$ cat src/rtl/hammer_judge.sv
// hammer_judge -- referee for a ten-hole whack-a-mole game.
//
// Watches the hammer switches, the mole-visible levels and the mole-escape
// levels. It decides hits, empty swings and fouls, and keeps a two-digit BCD
// score and a small life counter. It also runs the IDLE/PLAY/OVER game
// sequence.
//
// Parameters
//    LIVES_INIT  lives loaded at reset and at every game start (1..7)
//
// Ports
//    clk         system clock; all state changes on its rising edge
//    rst_n       asynchronous active-low reset
//    sw          raw hammer switches, one per hole, asynchronous to clk
//    mole_up     per-hole "mole visible" levels (clk domain)
//    mole_fail   per-hole escape levels (clk domain)
//    start       game start / restart request (clk domain)
//    hit_ack     one-cycle per-hole pulse back to the hole FSM on a hit
//    score_bcd   score as two BCD digits, [7:4] tens, [3:0] units
//    lives       remaining lives
//    game_state  00 IDLE, 01 PLAY, 10 OVER
//    foul        one-cycle pulse when several hammers swing together
module hammer_judge #(
   parameter int LIVES_INIT = 5
) (
   input  logic       clk,
   input  logic       rst_n,
   input  logic [9:0] sw,
   input  logic [9:0] mole_up,
   input  logic [9:0] mole_fail,
   input  logic       start,
   output logic [9:0] hit_ack,
   output logic [7:0] score_bcd,
   output logic [2:0] lives,
   output logic [1:0] game_state,
   output logic       foul
);

   typedef enum logic [1:0] {
      IDLE = 2'b00,
      PLAY = 2'b01,
      OVER = 2'b10
   } state_t;

   localparam logic [2:0] LIVES_RESET = 3'(LIVES_INIT);

   state_t     state;

   logic [9:0] sw_meta;
   logic [9:0] sw_sync;
   logic [9:0] sw_sync_d;
   logic [9:0] fail_d;
   logic       start_d;

   logic [9:0] sw_rise;
   logic [9:0] fail_rise;
   logic       start_rise;

   logic       one_swing;
   logic       multi_swing;
   logic       hit;
   logic       life_loss;

   // Two-flop synchronizer for the raw switches, followed by a delayed copy
   // of the synchronized level for edge detection. The mole and start inputs
   // are already in the clk domain, so they only need the one-cycle delayed
   // copy for their own edge detectors.
   always_ff @(posedge clk or negedge rst_n) begin
      if (!rst_n) begin
         sw_meta   <= '0;
         sw_sync   <= '0;
         sw_sync_d <= '0;
         fail_d    <= '0;
         start_d   <= 1'b0;
      end else begin
         sw_meta   <= sw;
         sw_sync   <= sw_meta;
         sw_sync_d <= sw_sync;
         fail_d    <= mole_fail;
         start_d   <= start;
      end
   end

   assign sw_rise    = sw_sync & ~sw_sync_d;
   assign fail_rise  = mole_fail & ~fail_d;
   assign start_rise = start & ~start_d;

   // Swing classification. Clearing the lowest set bit leaves zero only when
   // exactly one bit was set, which avoids a full population count.
   assign one_swing   = (sw_rise != '0) && ((sw_rise & (sw_rise - 10'd1)) == '0);
   assign multi_swing = (sw_rise != '0) && !one_swing;
   assign hit         = one_swing && (|(sw_rise & mole_up));

   // An empty swing, a foul and any escape all cost the same single life.
   // They are OR-ed so several in one cycle still cost only one.
   assign life_loss   = (one_swing && !hit) || multi_swing || (|fail_rise);

   // BCD increment that stops at 99 instead of rolling over.
   function automatic logic [7:0] bcd_inc(input logic [7:0] value);
      logic [7:0] result;
      if (value == 8'h99) begin
         result = value;
      end else if (value[3:0] == 4'd9) begin
         result = {value[7:4] + 4'd1, 4'd0};
      end else begin
         result = {value[7:4], value[3:0] + 4'd1};
      end
      return result;
   endfunction

   // Game sequencer with registered outputs. The pulses default to zero
   // every cycle, so hit_ack and foul can last only one clock. In PLAY, a
   // cycle that begins with lives already at zero is spent moving to OVER.
   // Swings in that cycle are not judged.
   always_ff @(posedge clk or negedge rst_n) begin
      if (!rst_n) begin
         state     <= IDLE;
         score_bcd <= 8'h00;
         lives     <= LIVES_RESET;
         hit_ack   <= '0;
         foul      <= 1'b0;
      end else begin
         hit_ack <= '0;
         foul    <= 1'b0;
         case (state)
            IDLE: begin
               if (start_rise) begin
                  state     <= PLAY;
                  score_bcd <= 8'h00;
                  lives     <= LIVES_RESET;
               end
            end
            PLAY: begin
               if (lives == 3'd0) begin
                  state <= OVER;
               end else begin
                  if (hit) begin
                     hit_ack   <= sw_rise;
                     score_bcd <= bcd_inc(score_bcd);
                  end
                  foul <= multi_swing;
                  if (life_loss) begin
                     lives <= lives - 3'd1;
                  end
               end
            end
            OVER: begin
               if (start_rise) begin
                  state <= IDLE;
               end
            end
            default: begin
               state <= IDLE;
            end
         endcase
      end
   end

   assign game_state = state;

endmodule

$ cat config.mk
export PLATFORM = sky130hd
export DESIGN_NAME = hammer_judge
export DESIGN_NICKNAME = d
export VERILOG_FILES = /design/src/rtl/hammer_judge.sv
export SDC_FILE = /design/constraint.sdc
export NUM_CORES = 1
export LEC_CHECK = 0
export CAP_MARGIN = 10
export CORE_ASPECT_RATIO = 1.1
export CORE_MARGIN = 1.5
export CORE_UTILIZATION = 41
export DETAILED_ROUTE_END_ITERATION = 10
export DONT_BUFFER_PORTS = 1
export GPL_TIMING_DRIVEN = 0
export PLACE_DENSITY = 0.65
export SETUP_SLACK_MARGIN = 0.05
export SYNTH_ARGS = -nofsm -noshare
export SYNTH_HDL_FRONTEND = slang
export SYNTH_SLANG_ARGS = --single-unit
export TNS_END_PERCENT = 50
$ cat constraint.sdc
create_clock -name clk -period 5.5 [get_ports clk]
set_clock_uncertainty 0.2 [all_clocks]
set_input_delay 0.275 -clock clk [delete_from_list [all_inputs] [get_ports clk]]
set_output_delay 0.275 -clock clk [all_outputs]
set_load 0.01 [all_outputs]
==> metrics.csv, run 1 <==
metric,value,unit
Sequential Power Share,49.0,%
worst reg2reg path depth,9,
Core Area,0.00588,sq mm
P_int,0.000830,W
global-route wire length before repair,7810,um
WHS Endpoint,sw_sync[6],
GRT overflow,0,
"Top FF cell, synth",dfrtp_1,
Hold Crit Depth,0,
"Setup Fix Bufs, Post-CTS",0,
Clk pwr share,33.8,%
Placement Rows,29,
via count,1564,
WP data arrival,2.90,ns
Total Power,0.00116,W
CP Launch Type,flop,
RSZ-0062 raised after global routing,false,
multi-input logic area,847,sq um
Max Fclk,0.349,GHz
Mapped Cells,197,
"most common cell after layout, fill and taps aside",dfrtp_1,
vias in the first global route,1698,
Cell Pwr Density,379,mW/mm^2
width of the chip,77.9,um
fin cells,313,
TritonCTS clock tree,built,
gpl congestion,0.792,
final setup violation count,0,
WL final,4530,um
synthesized flop and latch total,65,
Post-Syn Area,0.00253,sq mm
clk slew on worst S/H paths,0.07,ns
Hold Crit Start,sw_meta[6],
Combinational Power Share,17.1,%
worst vdd ir,258,uV
Max Slew Vio Count,0,
Final Net Count,270,
Reg area,0.00163,sq mm
die area,0.00666,sq mm
Layout Utilization,52.3,%
slowest CP cell,a2111o_1,
CP Class,reg2reg,
DRT iter0 DRCs,53,
Synth cell types,45,
Post-synth EDFFs,0,
worst-margin pin slew,0.590,ns
synth warn,0,
Initial Utilization,43.1,%
DRC Markers,0,
"Largest stage delay, worst path",0.44,ns
Area contributors post-synth,"dfrtp_1, ha_1, nand2b_1, nor2b_1, nor2_1",
critical path cell sequence,"nor2b_4, nor3_4, nand3b_1, a2111o_1, or3_4, buf_6, or2_1, clkbuf_1, nor3b_1",
asr flop ratio synth,100,%
Die Y,85.4,um
most frequent cells in the layout,"dfrtp_1, dlygate4sd3_1, nor2_1, inv_1",
cell total after placement,274,
Max Root-Sink Buffers,2,
number of vias per cell,5.00,
min-delay worst type,reg2reg,
worst hold slack,0.149,ns
R2R setup slack,2.63,ns
ratio of cells with drive above 1 in the final layout,11.4,%
"area leader, netlist",dfrtp_1,
switching pwr,0.000334,W
I/O Pins,57,
initial antenna violation count,0,
CTS HTree Levels,3,
fin crit share,52.2,%
Detail Placement HPWL,3070,um
Total GRT Usage,15.6,%
final antenna diode count,0,
area delta synth->final,21.3,%
Num CTS Buffers,9,
"Avg Cell Area, Syn",12.9,sq um
switching share of power,28.7,%
Fin Setup TNS,0,ns
largest net degree at the start of global routing,66,
Tmin final,2.87,ns
CP Capture Type,flop,
Pre-antenna DRT Iters,4,
Rel. slew slack,60.7,%
status,"complete, no violations",
post-synth top area share,62.3,%
final hold vios,0,
WP data required,5.54,ns
sequential area share after synthesis,64.3,%
MaxCap Viol Count,0,
number of fill cells,524,
reg2reg end,hit_ack[5],
clk sinks,65,
Syn Nets,236,
IO Port Bufs,0,
"critical path fanouts, max",10,
leakage,1.36,nW
ANT nets after route,0,
Avg WL per Cell,14.5,um
worst r2r src,sw_sync[0],
insertion delay of the later-clocked pin in the worst-skew pair,0.33,ns
CTS Root Buffer Type,clkbuf_8,
[cells in the mapped netlist, types with 3 or more instances]
library cell  count
dfrtp_1          63
nor2_1           16
inv_1            11
nand2b_1         10
nor2b_1          10
nand2_1           8
nor3_1            7
a21oi_1           6
ha_1              6
nor3b_1           6
a22o_1            4
a21o_1            3
[logic make-up (layout without fill, tap and decap cells)]
logic type | after synthesis | after routing | share of synthesized area, %
flip-flops | 65 | 65 | 64.3
adder cells (fa/ha/maj) | 6 | 6 | 2.96
XOR/XNOR | 2 | 2 | 0.692
AO/OA/AOI/OAI | 32 | 32 | 10.3
buffers and inverters | 13 | 52 | 2.22
AND/OR/NAND/NOR | 77 | 77 | 18.7
multiplexers | 2 | 2 | 0.791
[how the worst max path moves through the flow]
stage / from / end / cells past startpoint
6_report: sw_sync[0] / hit_ack[5] / 9
5_1_grt: sw_sync[0] / hit_ack[4] / 9
4_1_cts: sw_sync[0] / hit_ack[5] / 9
3_5_place_dp: sw_sync[0] / hit_ack[5] / 9
3_3_place_gp: sw_sync[0] / hit_ack[5] / 9
2_1_floorplan: sw_sync[0] / score_bcd[1] / 9
[area by class of cell]
cell class	count	share of cell area (%)
Sequential cell	65	53.0
Multi-Input combinational cell	119	27.6
Timing Repair Buffer	23	8.06
Clock buffer	11	4.60
Tap cell	77	3.14
Clock inverter	5	1.79
Inverter	11	1.34
Buffer	2	0.489
[state kept, by name (all words and copies together) (netlist names)]
register,count
sw_sync,10
foul,1
score_bcd,8
start_d,1
sw_sync_d,10
fail_d,10
sw_meta,10
lives,3
hit_ack,10
game_state,2
[power by group through the flow]
stage / clock network [W] / registers [W] / logic (W)
after floorplan: 0 / 0.000569 / 0.000147
after global placement: 0 / 0.000580 / 0.000177
after detailed placement: 0 / 0.000582 / 0.000178
after CTS: 0.000409 / 0.000573 / 0.000203
after global routing: 0.000426 / 0.000577 / 0.000230
final: 0.000394 / 0.000571 / 0.000199
[per-layer routing]
layer	share of wire [%]	global-route usage [%]	routed length (um)	vias to the layer above
li1	-	-	-	761
met1	45	19.3	2040	756
met2	49	24.9	2220	36
met3	2.9	3.33	131	11
met4	2.8	9.74	126	0
met5	0	0	0	-
[critical path, delay by kind of cell (launching register included)]
kind | cells | cell delay, ns
simple gates | 6 | 1.35
compound gates | 1 | 0.44
flops | 1 | 0.40
buf+inv | 2 | 0.38
[metrics by stage]
stage	worst slack [ns]	area [sq um]
floorplan	2.84	2530
global placement	2.64	2630
detailed placement	2.62	2630
CTS	2.60	3070
global route	2.44	3070
finish	2.63	3070
[repair_timing]
item / CTS / global route
gates resized for setup: 0 / 0
endpoints found under the hold margin: 87 / 0
hold buffers: 23 / 0
Power figures use the tool's default switching activity.
==> inputs of run 2 (changes only) <==
Settings changed: PLACE_DENSITY 0.65 to 0.67.
Clock period 5.5 ns to 2.3 ns, I/O delays scaled along.
==> metrics.csv, run 2 (synthesis gave the netlist of run 1 again) <==
metric,value,unit
status,"complete, but fails checks",
failing checks,negative setup slack,
Cell Pwr Density,871,mW/mm^2
number of vias per cell,5.02,
Fin Setup TNS,-5.94,ns
worst vdd ir,474,uV
MaxCap Viol Count,0,
CTS Root Buffer Type,clkbuf_8,
Rel. slew slack,37.6,%
Initial Utilization,43.1,%
switching pwr,0.000860,W
Total GRT Usage,15.3,%
WHS Endpoint,lives[0],
"most common cell after layout, fill and taps aside",dfrtp_1,
width of the chip,77.9,um
Max Fclk,0.370,GHz
WL final,4710,um
worst-margin pin slew,0.929,ns
clk slew on worst S/H paths,0.07,ns
switching share of power,30.1,%
Detail Placement HPWL,3010,um
CP Capture Type,flop,
ANT nets after route,0,
cell total after placement,274,
largest net degree at the start of global routing,66,
CP Class,reg2reg,
global-route wire length before repair,7550,um
WP data arrival,2.76,ns
fin cells,324,
P_int,0.00200,W
Layout Utilization,55.9,%
Avg WL per Cell,14.5,um
Sequential Power Share,47.8,%
DRT iter0 DRCs,59,
final setup violation count,20,
Hold Crit Start,mole_fail[0],
GRT overflow,0,
TritonCTS clock tree,built,
fin crit share,118,%
worst hold slack,0.0253,ns
Clk pwr share,31.6,%
final worst setup slack,-0.406,ns
Pre-antenna DRT Iters,4,
Num CTS Buffers,9,
worst reg2reg path depth,9,
met2 GRT Util,23.4,%
"critical path fanouts, max",5,
CP Launch Type,flop,
min-delay worst type,in2reg,
met3 usage,3.87,%
insertion delay of the later-clocked pin in the worst-skew pair,0.33,ns
pre-CTS setup slack,-0.417,ns
number of fill cells,516,
vias in the first global route,1634,
leakage,1.49,nW
area delta synth->final,29.7,%
Max Root-Sink Buffers,2,
ratio of cells with drive above 1 in the final layout,22.7,%
R2R setup slack,-0.41,ns
RSZ-0062 raised after global routing,true,
via count,1628,
CP Launch Point,sw_sync[0],
die area,0.00666,sq mm
Core Area,0.00588,sq mm
gpl congestion,0.785,
WP data required,2.36,ns
CTS HTree Levels,3,
I/O Pins,57,
IO Port Bufs,0,
Tmin final,2.71,ns
final hold vios,0,
final antenna diode count,0,
Max Slew Vio Count,0,
Hold Crit Depth,5,
routing usage on met1,19.4,%
Placement Rows,29,
initial antenna violation count,0,
Final Net Count,282,
Die Y,85.4,um
clk sinks,65,
DRC Markers,0,
reg2reg end,score_bcd[1],
worst r2r src,sw_sync[0],
Combinational Power Share,20.6,%
gr busiest metal,met2,
most frequent cells in the layout,"dfrtp_1, dlygate4sd3_1, nor2_1, inv_1, buf_4",
## run 2: what timing repair did
item,4_1_cts,5_1_grt
endpoints found under the setup margin,20,21
hold buffers,23,0
gates cloned,0,1
gates resized for setup,12,11
pin swaps,5,4
hold endpoints to repair,92,0
buffers inserted,6,5
## run 2: power groups by stage
stage / registers (W) / clock network [W] / logic, W
global route: 0.00138 / 0.000987 / 0.000662
CTS: 0.00137 / 0.000944 / 0.000534
global placement: 0.00139 / 0 / 0.000428
detailed placement: 0.00139 / 0 / 0.000436
finish: 0.00137 / 0.000903 / 0.000590
floorplan: 0.00136 / 0 / 0.000358
## run 2: final cells by class
class / instances / area [sq um] / share of cell area [%]
Sequential cell: 65 / 1630 / 49.6
Multi-Input combinational cell: 120 / 977 / 29.8
Timing Repair Buffer: 34 / 330 / 10.1
Clock buffer: 9 / 124 / 3.77
Tap cell: 77 / 96.3 / 2.93
Clock inverter: 6 / 60.1 / 1.83
Inverter: 11 / 41.3 / 1.26
Buffer: 2 / 26.3 / 0.800
## run 2: critical path, cell delays in order, from the launching register on
cell and delay (ns):
dfrtp_1 0.38, nor2b_4 0.14, nor3_4 0.20, nand3b_1 0.13, a2111o_1 0.41, or3_4 0.36, buf_6 0.15, or3_4 0.37
nand2b_4 0.15, o22ai_1 0.13
## run 2: worst max path at each step
stage          cells past startpoint      endpoint
4_1_cts                            9  score_bcd[0]
6_report                           9  score_bcd[1]
2_1_floorplan                      9  score_bcd[1]
3_5_place_dp                       9  score_bcd[0]
3_3_place_gp                       9  score_bcd[6]
5_1_grt                           10  score_bcd[6]
## run 2: layer usage
metal,part of all wire (%),wire length [um]
met5,0,0
met4,2.3,109
met3,3.2,152
met2,48,2240
met1,47,2210
## run 2: through the flow
| step | instance area (sq um) | total power, W |
|---|---|---|
| global route | 3280 | 0.00303 |
| detailed placement | 2650 | 0.00183 |
| floorplan | 2560 | 0.00172 |
| CTS | 3180 | 0.00285 |
| finish | 3280 | 0.00286 |
| global placement | 2650 | 0.00181 |
==> inputs of run 3 (changes only) <==
Settings changed: ABC_AREA set to 1, ABC_CLOCK_PERIOD_IN_PS set to 2600, PLACE_DENSITY 0.67 to 0.65.
Clock period 2.3 ns to 2.6 ns, I/O delays scaled along.
==> metrics.csv, run 3 <==
metric,value,unit
fin cells,401,
fin crit share,81.5,%
most frequent cells in the layout,"nand2_1, dfrtp_1, inv_1, nor2_1, dlygate4sd3_1",
initial antenna violation count,0,
synth warn,0,
ratio of cells with drive above 1 in the final layout,16.6,%
Hold Crit Start,mole_fail[9],
TritonCTS clock tree,built,
Tmin final,2.12,ns
Rel. slew slack,70.7,%
P_int,0.00200,W
CP Launch Point,lives[0],
Max Slew Vio Count,0,
"Avg Cell Area, Syn",9.76,sq um
Synth cell types,29,
Sequential Power Share,41.5,%
Cell Pwr Density,884,mW/mm^2
slowest CP cell,dfstp_2,
"top cells by count, synth","nand2_1, dfrtp_1, inv_1",
final antenna diode count,0,
RSZ-0062 raised after global routing,false,
cell total after placement,362,
Syn Nets,319,
number of vias per cell,4.70,
die area,0.00717,sq mm
worst-margin pin slew,0.439,ns
CTS HTree Levels,3,
Mapped Cells,280,
worst r2r src,lives[0],
Die Y,88.6,um
area delta synth->final,22.0,%
DRC Markers,0,
MaxCap Viol Count,0,
gpl congestion,0.811,
width of the chip,80.9,um
Max Fclk,0.472,GHz
Final Net Count,353,
"Largest stage delay, worst path",0.58,ns
WP data arrival,2.15,ns
"most common cell after layout, fill and taps aside",nand2_1,
Pre-antenna DRT Iters,4,
Total GRT Usage,15.2,%
switching pwr,0.000945,W
Fin Setup TNS,0,ns
largest net degree at the start of global routing,66,
clk slew on worst S/H paths,0.07,ns
Core Area,0.00652,sq mm
worst vdd ir,445,uV
Clk pwr share,35.9,%
insertion delay of the later-clocked pin in the worst-skew pair,0.34,ns
Post-synth EDFFs,0,
switching share of power,32.0,%
global-route wire length before repair,8020,um
IO Port Bufs,0,
most repeated library cell on the critical path,nand2_1,
ANT nets after route,0,
leakage,1.67,nW
min-delay worst type,in2reg,
DRT iter0 DRCs,88,
I/O Pins,57,
Post-Syn Area,0.00273,sq mm
most frequent cell after synthesis,nand2_1,
Detail Placement HPWL,3370,um
via count,1885,
Initial Utilization,42.0,%
"Setup Fix Bufs, Post-CTS",0,
"Top FF cell, synth",dfrtp_1,
WP data required,2.63,ns
Area contributors post-synth,"dfrtp_1, nand2_1, inv_1, nor2_1, nor3_2",
GRT overflow,0,
Avg WL per Cell,12.2,um
synthesized flop and latch total,65,
Combinational Power Share,22.6,%
final hold vios,0,
WL final,4900,um
sequential area share after synthesis,59.6,%
Placement Rows,31,
"area leader, netlist",dfrtp_1,
Num CTS Buffers,9,
clk sinks,65,
status,"complete, no violations",
CP Launch Type,flop,
CP Class,reg2reg,
CTS Root Buffer Type,clkbuf_8,
Max Root-Sink Buffers,2,
"critical path fanouts, max",5,
vias in the first global route,1831,
CP Capture Type,flop,
asr flop ratio synth,100,%
final setup violation count,0,
post-synth top area share,57.7,%
critical path cell sequence,"inv_1, ha_1, nand2_1, inv_1, or2_2, o21ai_2, nand3_4, nand2_1, nand2_1",
-- run 3: layout make-up --
type | instances | area [sq um]
buffer | 2 | 12.5
clock buffer | 10 | 138
clock inverter | 6 | 114
fill | 603 | 3180
inverter | 46 | 173
multi-input combinational | 167 | 920
sequential | 65 | 1630
tap | 82 | 103
timing repair buffer | 23 | 248
-- run 3: timing repair --
| item | CTS | global route |
|---|---|---|
| hold buffers | 23 | 0 |
| gates resized for setup | 0 | 0 |
| setup endpoints to repair | 0 | 0 |
| hold endpoints to repair | 88 | 0 |
-- run 3: critical path: cells and delay by family (launching register included) --
kind / cells / cell delay (ns)
AO/OA/AOI/OAI: 1 / 0.26
adder cells (fa/ha/maj): 1 / 0.19
buffers and inverters: 2 / 0.15
flip-flops: 1 / 0.58
AND/OR/NAND/NOR: 5 / 0.63
-- run 3: cells by family after synthesis --
kind of cell | synth area share (%)
compound gates | 3.48
xor+xnor | 0.320
fa+ha+maj | 2.75
buf+inv | 6.77
flops | 59.6
simple gates | 27.1
-- run 3: final timing paths --
check,end,slack (ns),cells past startpoint
max,score_bcd[0],0.48,9
min,lives[1],0.09,6
max reg2reg,score_bcd[0],0.48,9
min reg2reg,sw_sync[3],0.15,0
max in group asynchronous,lives[0],1.78,2
min in group asynchronous,game_state[1],0.10,2
-- run 3: metrics by stage --
stage          hold slack, ns  area, sq um  setup slack, ns  total power [W]  utilization, %
2_1_floorplan          -0.366         2730            0.629          0.00174               -
3_3_place_gp           -0.365         2840            0.483          0.00185            43.5
3_5_place_dp           -0.365         2840            0.476          0.00187            43.5
4_1_cts                0.0756         3340            0.458          0.00300            51.2
5_1_grt                 0.117         3340            0.280          0.00314            51.2
6_report               0.0853         3340            0.481          0.00295            51.2
-- run 3: per-layer routing --
layer  global-route usage [%]  vias up  wire length (um)
met4                     8.78        0                99
met3                     6.60        8               423
met2                     23.7       65              2330
met5                        0        -                 0
li1                         -      951                 -
met1                     17.4      861              2040
-- run 3: power groups by stage --
stage	clock, W	combinational [W]	sequential (W)
5_1_grt	0.00113	0.000767	0.00124
2_1_floorplan	0	0.000519	0.00122
6_report	0.00106	0.000668	0.00122
3_3_place_gp	0	0.000607	0.00124
4_1_cts	0.00109	0.000676	0.00123
3_5_place_dp	0	0.000622	0.00125
